==> src/rtl/imem_loader_pkg.sv <==
// Shared types for the instruction-memory loader.
// Holds the FSM state encoding and the word geometry.
package imem_loader_pkg;

    localparam int BYTES_PER_WORD = 4;
    localparam int IDX_W = $clog2(BYTES_PER_WORD);

    typedef enum logic [2:0] {
        IDLE,
        WAIT,
        WRITE,
        DONE,
        ERR
    } state_e;

endpackage

==> src/rtl/imem_loader_if.sv <==
// Word stream in, byte write bus out.
// The loader uses the slave side; the feeder/memory uses master.
interface imem_loader_if;

    logic        in_valid;
    logic        in_ready;
    logic [31:0] in_data;
    logic        in_last;
    logic        mem_we;
    logic [63:0] mem_adr;
    logic [7:0]  mem_wdata;

    modport master (
        output in_valid,
        output in_data,
        output in_last,
        input  in_ready,
        input  mem_we,
        input  mem_adr,
        input  mem_wdata
    );

    modport slave (
        input  in_valid,
        input  in_data,
        input  in_last,
        output in_ready,
        output mem_we,
        output mem_adr,
        output mem_wdata
    );

endinterface

==> src/rtl/imem_loader.sv <==
// Streams 32-bit instruction words into a byte-wide instruction
// memory, little-endian, one byte per cycle with bounds checking.
module imem_loader
    import imem_loader_pkg::*;
#(
    parameter int unsigned SIZE = 256
) (
    input  logic             clk,
    input  logic             rst,
    input  logic             start,
    input  logic [63:0]      base_adr,
    imem_loader_if.slave     bus,
    output logic             busy,
    output logic             done,
    output logic             error,
    output logic [15:0]      word_count
);

    localparam logic [64:0] LIM = 65'(SIZE) - 65'd1;
    localparam logic [IDX_W-1:0] LAST_IDX = IDX_W'(BYTES_PER_WORD - 1);

    state_e            state_q, state_d;
    logic [63:0]       ptr_q, ptr_d;
    logic [31:0]       word_q, word_d;
    logic              last_q, last_d;
    logic [IDX_W-1:0]  idx_q, idx_d;
    logic [15:0]       cnt_q, cnt_d;
    logic              err_q, err_d;
    logic [64:0]       end_adr;
    logic              we;

    // 65-bit sum so a pointer near 2^64 cannot wrap past the check
    assign end_adr = {1'b0, ptr_q} + 65'(BYTES_PER_WORD - 1);

    always_comb begin
        state_d = state_q;
        ptr_d   = ptr_q;
        word_d  = word_q;
        last_d  = last_q;
        idx_d   = idx_q;
        cnt_d   = cnt_q;
        err_d   = err_q;
        unique case (state_q)
            IDLE, ERR: begin
                if (start) begin
                    if (base_adr[1:0] != 2'b00) begin
                        state_d = ERR;
                        err_d   = 1'b1;
                    end else begin
                        ptr_d   = base_adr;
                        cnt_d   = '0;
                        err_d   = 1'b0;
                        state_d = WAIT;
                    end
                end
            end
            WAIT: begin
                if (bus.in_valid) begin
                    word_d = bus.in_data;
                    last_d = bus.in_last;
                    idx_d  = '0;
                    if (end_adr > LIM) begin
                        state_d = ERR;
                        err_d   = 1'b1;
                    end else begin
                        state_d = WRITE;
                    end
                end
            end
            WRITE: begin
                idx_d = idx_q + 1'b1;
                if (idx_q == LAST_IDX) begin
                    ptr_d   = ptr_q + 64'(BYTES_PER_WORD);
                    cnt_d   = (cnt_q == 16'hFFFF) ? cnt_q : cnt_q + 16'd1;
                    state_d = last_q ? DONE : WAIT;
                end
            end
            DONE: state_d = IDLE;
            default: state_d = IDLE;
        endcase
    end

    always_ff @(posedge clk) begin
        if (rst) begin
            state_q <= IDLE;
            ptr_q   <= '0;
            word_q  <= '0;
            last_q  <= 1'b0;
            idx_q   <= '0;
            cnt_q   <= '0;
            err_q   <= 1'b0;
        end else begin
            state_q <= state_d;
            ptr_q   <= ptr_d;
            word_q  <= word_d;
            last_q  <= last_d;
            idx_q   <= idx_d;
            cnt_q   <= cnt_d;
            err_q   <= err_d;
        end
    end

    // Reset kills the strobe in the same cycle so the edge that
    // samples rst never commits a byte.
    assign we            = (state_q == WRITE) && !rst;
    assign bus.mem_we    = we;
    assign bus.mem_adr   = we ? ptr_q + 64'(idx_q) : '0;
    assign bus.mem_wdata = we ? word_q[{idx_q, 3'b000} +: 8] : '0;
    assign bus.in_ready  = (state_q == WAIT);

    assign busy       = (state_q == WAIT) || (state_q == WRITE);
    assign done       = (state_q == DONE);
    assign error      = err_q;
    assign word_count = cnt_q;

endmodule

==> src/flat_wrapper.sv <==
// flat-port wrapper written by rule: the top's interface ports become plain ports
module imem_loader_flat import imem_loader_pkg::*;
#(
    parameter int unsigned SIZE = 256
)
  (clk, rst, start, base_adr, busy, done, error, word_count, bus_in_valid, bus_in_data, bus_in_last, bus_in_ready, bus_mem_we, bus_mem_adr, bus_mem_wdata);
  imem_loader_if bus_i ();
  input  logic clk;
  input  logic rst;
  input  logic start;
  input  logic [63:0] base_adr;
  output logic busy;
  output logic done;
  output logic error;
  output logic [15:0] word_count;
  input wire logic [$bits(bus_i.in_valid)-1:0] bus_in_valid;
  input wire logic [$bits(bus_i.in_data)-1:0] bus_in_data;
  input wire logic [$bits(bus_i.in_last)-1:0] bus_in_last;
  output wire logic [$bits(bus_i.in_ready)-1:0] bus_in_ready;
  output wire logic [$bits(bus_i.mem_we)-1:0] bus_mem_we;
  output wire logic [$bits(bus_i.mem_adr)-1:0] bus_mem_adr;
  output wire logic [$bits(bus_i.mem_wdata)-1:0] bus_mem_wdata;
  assign bus_i.in_valid = bus_in_valid;
  assign bus_i.in_data = bus_in_data;
  assign bus_i.in_last = bus_in_last;
  assign bus_in_ready = bus_i.in_ready;
  assign bus_mem_we = bus_i.mem_we;
  assign bus_mem_adr = bus_i.mem_adr;
  assign bus_mem_wdata = bus_i.mem_wdata;
  imem_loader #(.SIZE(SIZE)) u_core (.clk(clk), .rst(rst), .start(start), .base_adr(base_adr), .bus(bus_i), .busy(busy), .done(done), .error(error), .word_count(word_count));
endmodule
==> config.mk <==
export PLATFORM = sky130hd
export DESIGN_NAME = imem_loader_flat
export DESIGN_NICKNAME = d
export VERILOG_FILES = /design/src/rtl/imem_loader_pkg.sv /design/src/rtl/imem_loader_if.sv /design/src/rtl/imem_loader.sv /design/src/flat_wrapper.sv
export SDC_FILE = /design/constraint.sdc
export NUM_CORES = 1
export LEC_CHECK = 0
export ABC_AREA = 1
export CAP_MARGIN = 10
export CORE_ASPECT_RATIO = 0.75
export CORE_MARGIN = 2
export CORE_UTILIZATION = 48
export DETAILED_ROUTE_END_ITERATION = 8
export PLACE_DENSITY_LB_ADDON = 0.25
export SYNTH_ARGS = -nofsm -noshare
export SYNTH_HDL_FRONTEND = slang
export SYNTH_SLANG_ARGS = --single-unit
==> constraint.sdc <==
create_clock -name clk -period 2.35 [get_ports clk]
set_input_delay 0.47 -clock clk [delete_from_list [all_inputs] [get_ports clk]]
set_output_delay 0.47 -clock clk [all_outputs]
set_load 0.02 [all_outputs]
==> results of run 1 <==
cells in the mapped netlist (4+ instances only):
library cell / instances / area [µm²]
nand3b_1: 5 / 37.5
ha_1: 7 / 87.6
nor4_1: 4 / 25.0
o21ai_0: 141 / 706
nand3_2: 6 / 60.1
buf_2: 14 / 70.1
clkbuf_1: 47 / 176
nand3_1: 75 / 375
nand2_2: 18 / 113
buf_1: 5 / 18.8
o21ai_1: 5 / 25.0
a211oi_1: 9 / 67.6
nor2_4: 18 / 203
inv_2: 7 / 26.3
nor2_1: 306 / 1150
nor2_2: 23 / 144
o21a_1: 12 / 90.1
xnor2_1: 5 / 43.8
a31oi_1: 6 / 37.5
nand2_4: 8 / 90.1
nand4_1: 33 / 206
xor2_1: 59 / 517
a21oi_1: 133 / 666
nand2_1: 362 / 1360
inv_1: 147 / 552
a221oi_1: 25 / 219
nor3_1: 37 / 185
o21bai_1: 13 / 97.6
dfxtp_1: 119 / 2380
layer usage:
| metal | overflow | global-route usage (%) |
|---|---|---|
| met1 | 1 | 75.3 |
| met2 | 17 | 91.4 |
| met3 | 0 | 56.8 |
| met4 | 11 | 69.4 |
| met5 | 0 | 22.2 |
what timing repair did:
action,CTS
resized for setup,781
endpoints found under the setup margin,84
setup buffers,66
pin swaps,90
cloned,1
per-stage QoR:
step                      cells  instance area (µm²)
after floorplan            1686                10200
after CTS                  2593                17600
after detailed placement   2495                15300
after global placement     2495                15300
kinds of logic after synthesis:
logic type / share of synthesized area, %
compound gates: 20.6
xor+xnor: 5.57
fa+ha+maj: 1.07
buf+inv: 8.54
flops: 23.7
simple gates: 40.6
==> results.yml, run 1 <==
status:
  status: "stopped before the end"
  flow.stopped_at: "global routing"
  error: "[ERROR GRT-0232] Routing congestion too high. Check the congestion heatmap in the GUI."
floorplanning:
  start_util_pct: 49.4
  fp-row-count: 45
  die_h_um: 129
  die_x_um: 171
  io_pins: 194
logic_synthesis:
  ys_types: 49
  synth_seq_cells: 119
  async_flop_share_pct: 0
  synth_edf_count: 0
  ys.flop_type: "dfxtp_1"
  seq_area_frac_synth_pct: 23.7
  netlist_area_mm2: 0.0101
  syn_avg_cell_area_um2: 5.97
  synth_cells: 1686
  yosys_warnings: 0
  synth_nets: 1795
clocking:
  clockBufferDepth: 2
  cts_sinks: 119
  numCtsBuffers: 17
  htree_levels: 4
  root_buffer: "clkbuf_16"
  ctsHoldBuffers: 0
sta:
  grt-worst-endpoint: "bus_mem_adr[48]"
  worstEpCategory: "output port"
place:
  dp_hpwl_um: 38600
  place.gp.congestion: 1.06
  io_buffers: 193
  place_ws_ns: -0.658
global_route:
  grtUsageTotal_pct: 73.4
  grt_max_degree: 76
  grt-ovfl-total: 29
==> run 2, diff against run 1 <==
--- a/config.mk
+++ b/config.mk
@@ -7,11 +7,10 @@
 export LEC_CHECK = 0
 export ABC_AREA = 1
 export CAP_MARGIN = 10
-export CORE_ASPECT_RATIO = 0.75
 export CORE_MARGIN = 2
-export CORE_UTILIZATION = 48
+export CORE_UTILIZATION = 33
 export DETAILED_ROUTE_END_ITERATION = 8
-export PLACE_DENSITY_LB_ADDON = 0.25
+export PLACE_DENSITY_LB_ADDON = 0.15
 export SYNTH_ARGS = -nofsm -noshare
 export SYNTH_HDL_FRONTEND = slang
 export SYNTH_SLANG_ARGS = --single-unit
==> constraint.sdc (replaced) <==
create_clock -name clk -period 3.1 [get_ports clk]
set_input_delay 0.62 -clock clk [delete_from_list [all_inputs] [get_ports clk]]
set_output_delay 0.62 -clock clk [all_outputs]
set_load 0.02 [all_outputs]
==> results.yml, run 2 <==
place:
  place_inst: 2436
  place.gp.congestion: 0.978
  placed_cell_area_mm2: 0.0140
  io_buffers: 193
  dp_hpwl_um: 39100
logic_synthesis:
  synthTopCellsByCount: "nand2_1 (362), nor2_1 (306), inv_1 (147), o21ai_0 (141), a21oi_1 (133)"
  async_flop_share_pct: 0
  synth_area_leader_cell: "dfxtp_1"
  ys_types: 49
  synthTopCellsByArea: "dfxtp_1 (24%), nand2_1 (13%), nor2_1 (11%)"
  synth_seq_cells: 119
  synth_cells: 1686
  yosysTopAreaCellShare_pct: 23.7
  yosys_warnings: 0
  seq_area_frac_synth_pct: 23.7
  synth_nets: 1795
  netlist_area_mm2: 0.0101
  syn_avg_cell_area_um2: 5.97
  synth_edf_count: 0
  ys.flop_type: "dfxtp_1"
  synth_most_common_cell: "nand2_1"
route:
  drt_pass1_iterations: 5
  dr_total_vias: 12953
  dr_wl_met3_um: 2910
  routedWlPerCell_um: 20.0
  drc: 0
  postRouteAntennaNets: 0
  route.met2.wl_um: 23400
  viasPerCell: 5.20
  wl_met1_um: 21800
  drtIter0Drc: 1128
  wl_um: 49700
  highest_layer: "met4"
worst_setup_path:
  end_kind: "output port"
  rr_endpoint: "u_core.state_q[2]"
  cp-start-kind: "register"
  arrival_ns: 2.42
  required_ns: 2.48
  worstSetupPathType: "reg2out"
  path_max_fanout: 14
  r2r_setup_slack_ns: 0.15
  ff2ff_path_depth: 17
  cp-startpoint: "u_core.idx_q[0]"
  reg2reg_from: "u_core.ptr_q[2]"
power:
  cellLeakagePower_nw: 6.21
  pwr_density_cell_mw_per_mm2: 311
  ir_drop_mv: 0.361
  total_power_mw: 4.72
global_route:
  grtUsageTotal_pct: 31.1
  grt-ovfl-total: 0
  grt_pass1_vias: 12300
  grt_pass1_wl_um: 73200
  antenna_found_initial: 0
  grt_max_degree: 76
final_layout:
  layout_common_cells: "nand2_1 (344), nor2_1 (263), buf_4 (250)"
  drive_gt1_share_pct: 26.9
  n_antenna_cell: 0
  largest_register_ffs: 64
  top_register: "u_core.ptr_q"
  utilization_pct: 50.8
  finalNetCount: 2196
  mostFrequentLayoutCell: "nand2_1"
  final_area_mm2: 0.0152
  areaGrowthSynthToFinish_pct: 50.9
  fin_cells: 2490
  fill_cells: 3237
sta:
  post-route-min-period_ns: 3.04
  drv_slew: 0
  worst_pin_slew_ns: 0.916
  hold_viol_final: 0
  skew_ns: 0.0152
  rsz0062_at_grt: "true"
  whs_ns: 0.462
  max_freq_mhz: 329
  finalSetupViolCount: 0
  period_share_pct: 98.1
  relSlewSlack_pct: 38.9
clocking:
  cts_sinks: 119
  htree_levels: 4
  cts_tree: "yes"
  clkLatencyLatePin_ns: 0.45
  numCtsBuffers: 17
  root_buffer: "clkbuf_16"
  cts.clk_slew.worst_paths_ns: 0.06
  clockBufferDepth: 2
floorplanning:
  die_x_um: 179
  die_h_um: 179
  start_util_pct: 33.7
  fp-row-count: 63
  die-area_mm2: 0.0319
  core_mm2: 0.0299
  io_pins: 194
status:
  status: "finished clean"
job:
  maxCapViolCount: 0
min_path:
  min_to: "u_core.error"
  holdPathStages: 2
  worst_hold_startpoint: "u_core.error"
  hold_class: "reg2reg"
run 2: cell counts after synthesis:
No cell type changed its count.
run 2: critical path, stage by stage (launching register included):
cell and delay, ns:
dfxtp_2 0.34, ha_4 0.16, fa_2 0.37, buf_4 0.15, buf_6 0.17, inv_2 0.07
buf_4 0.14, nor3_1 0.07, nor3_2 0.21, buf_4 0.16, buf_4 0.13
run 2: area by class of cell:
| class | count | area [µm²] | area share (%) |
|---|---|---|---|
| Inverter | 157 | 596 | 3.92 |
| Sequential cell | 119 | 2450 | 16.1 |
| Timing Repair Buffer | 449 | 3750 | 24.7 |
| Tap cell | 390 | 488 | 3.21 |
| Clock inverter | 14 | 151 | 0.997 |
| Multi-Input combinational cell | 1343 | 7310 | 48.2 |
| Clock buffer | 18 | 439 | 2.89 |
run 2: layer usage:
layer / vias up / global-route usage [%]
met4: 0 / 9.99
li1: 6380 / -
met1: 6011 / 40.4
met5: - / 0
met2: 485 / 52.9
met3: 77 / 4.52
run 2: worst max path at each step:
stage                            endpoint  slack, ns  cells past startpoint
final                     bus_mem_adr[30]       0.06                     10
after global routing      bus_mem_adr[48]      -0.03                     13
after CTS                 bus_mem_adr[20]      -0.03                     13
after detailed placement  bus_mem_adr[20]      -0.20                     13
after global placement    bus_mem_adr[20]      -0.18                     13
after floorplan           bus_mem_adr[19]       0.38                      7
run 2: stage by stage:
step                setup WS (ns)  setup TNS, ns
floorplan                   0.380              0
global placement           -0.179         -0.999
detailed placement         -0.196          -1.32
CTS                       -0.0269        -0.0484
global route              -0.0279         -0.130
finish                     0.0595              0
run 2: timing repair:
action                                  4_1_cts  5_1_grt
endpoints found under the hold margin         0        0
gates cloned                                  0        0
hold buffers                                  0        0
gates resized for setup                     252      150
pin swaps                                    16       31
setup buffers                                11       13
endpoints found under the setup margin       63       65
run 2: logic make-up after synthesis:
logic type	synth area share (%)
AO/OA/AOI/OAI	20.6
XOR/XNOR	5.57
adder cells (fa/ha/maj)	1.07
buffers and inverters	8.54
flip-flops	23.7
AND/OR/NAND/NOR	40.6
run 2: power breakdown:
part           leakage, nW  switching (mW)  internal, mW
Combinational         4.93           0.495         0.396
Clock                0.292           0.931          1.16
Sequential           0.986           0.115          1.62
(Power assumes the default switching activity.)
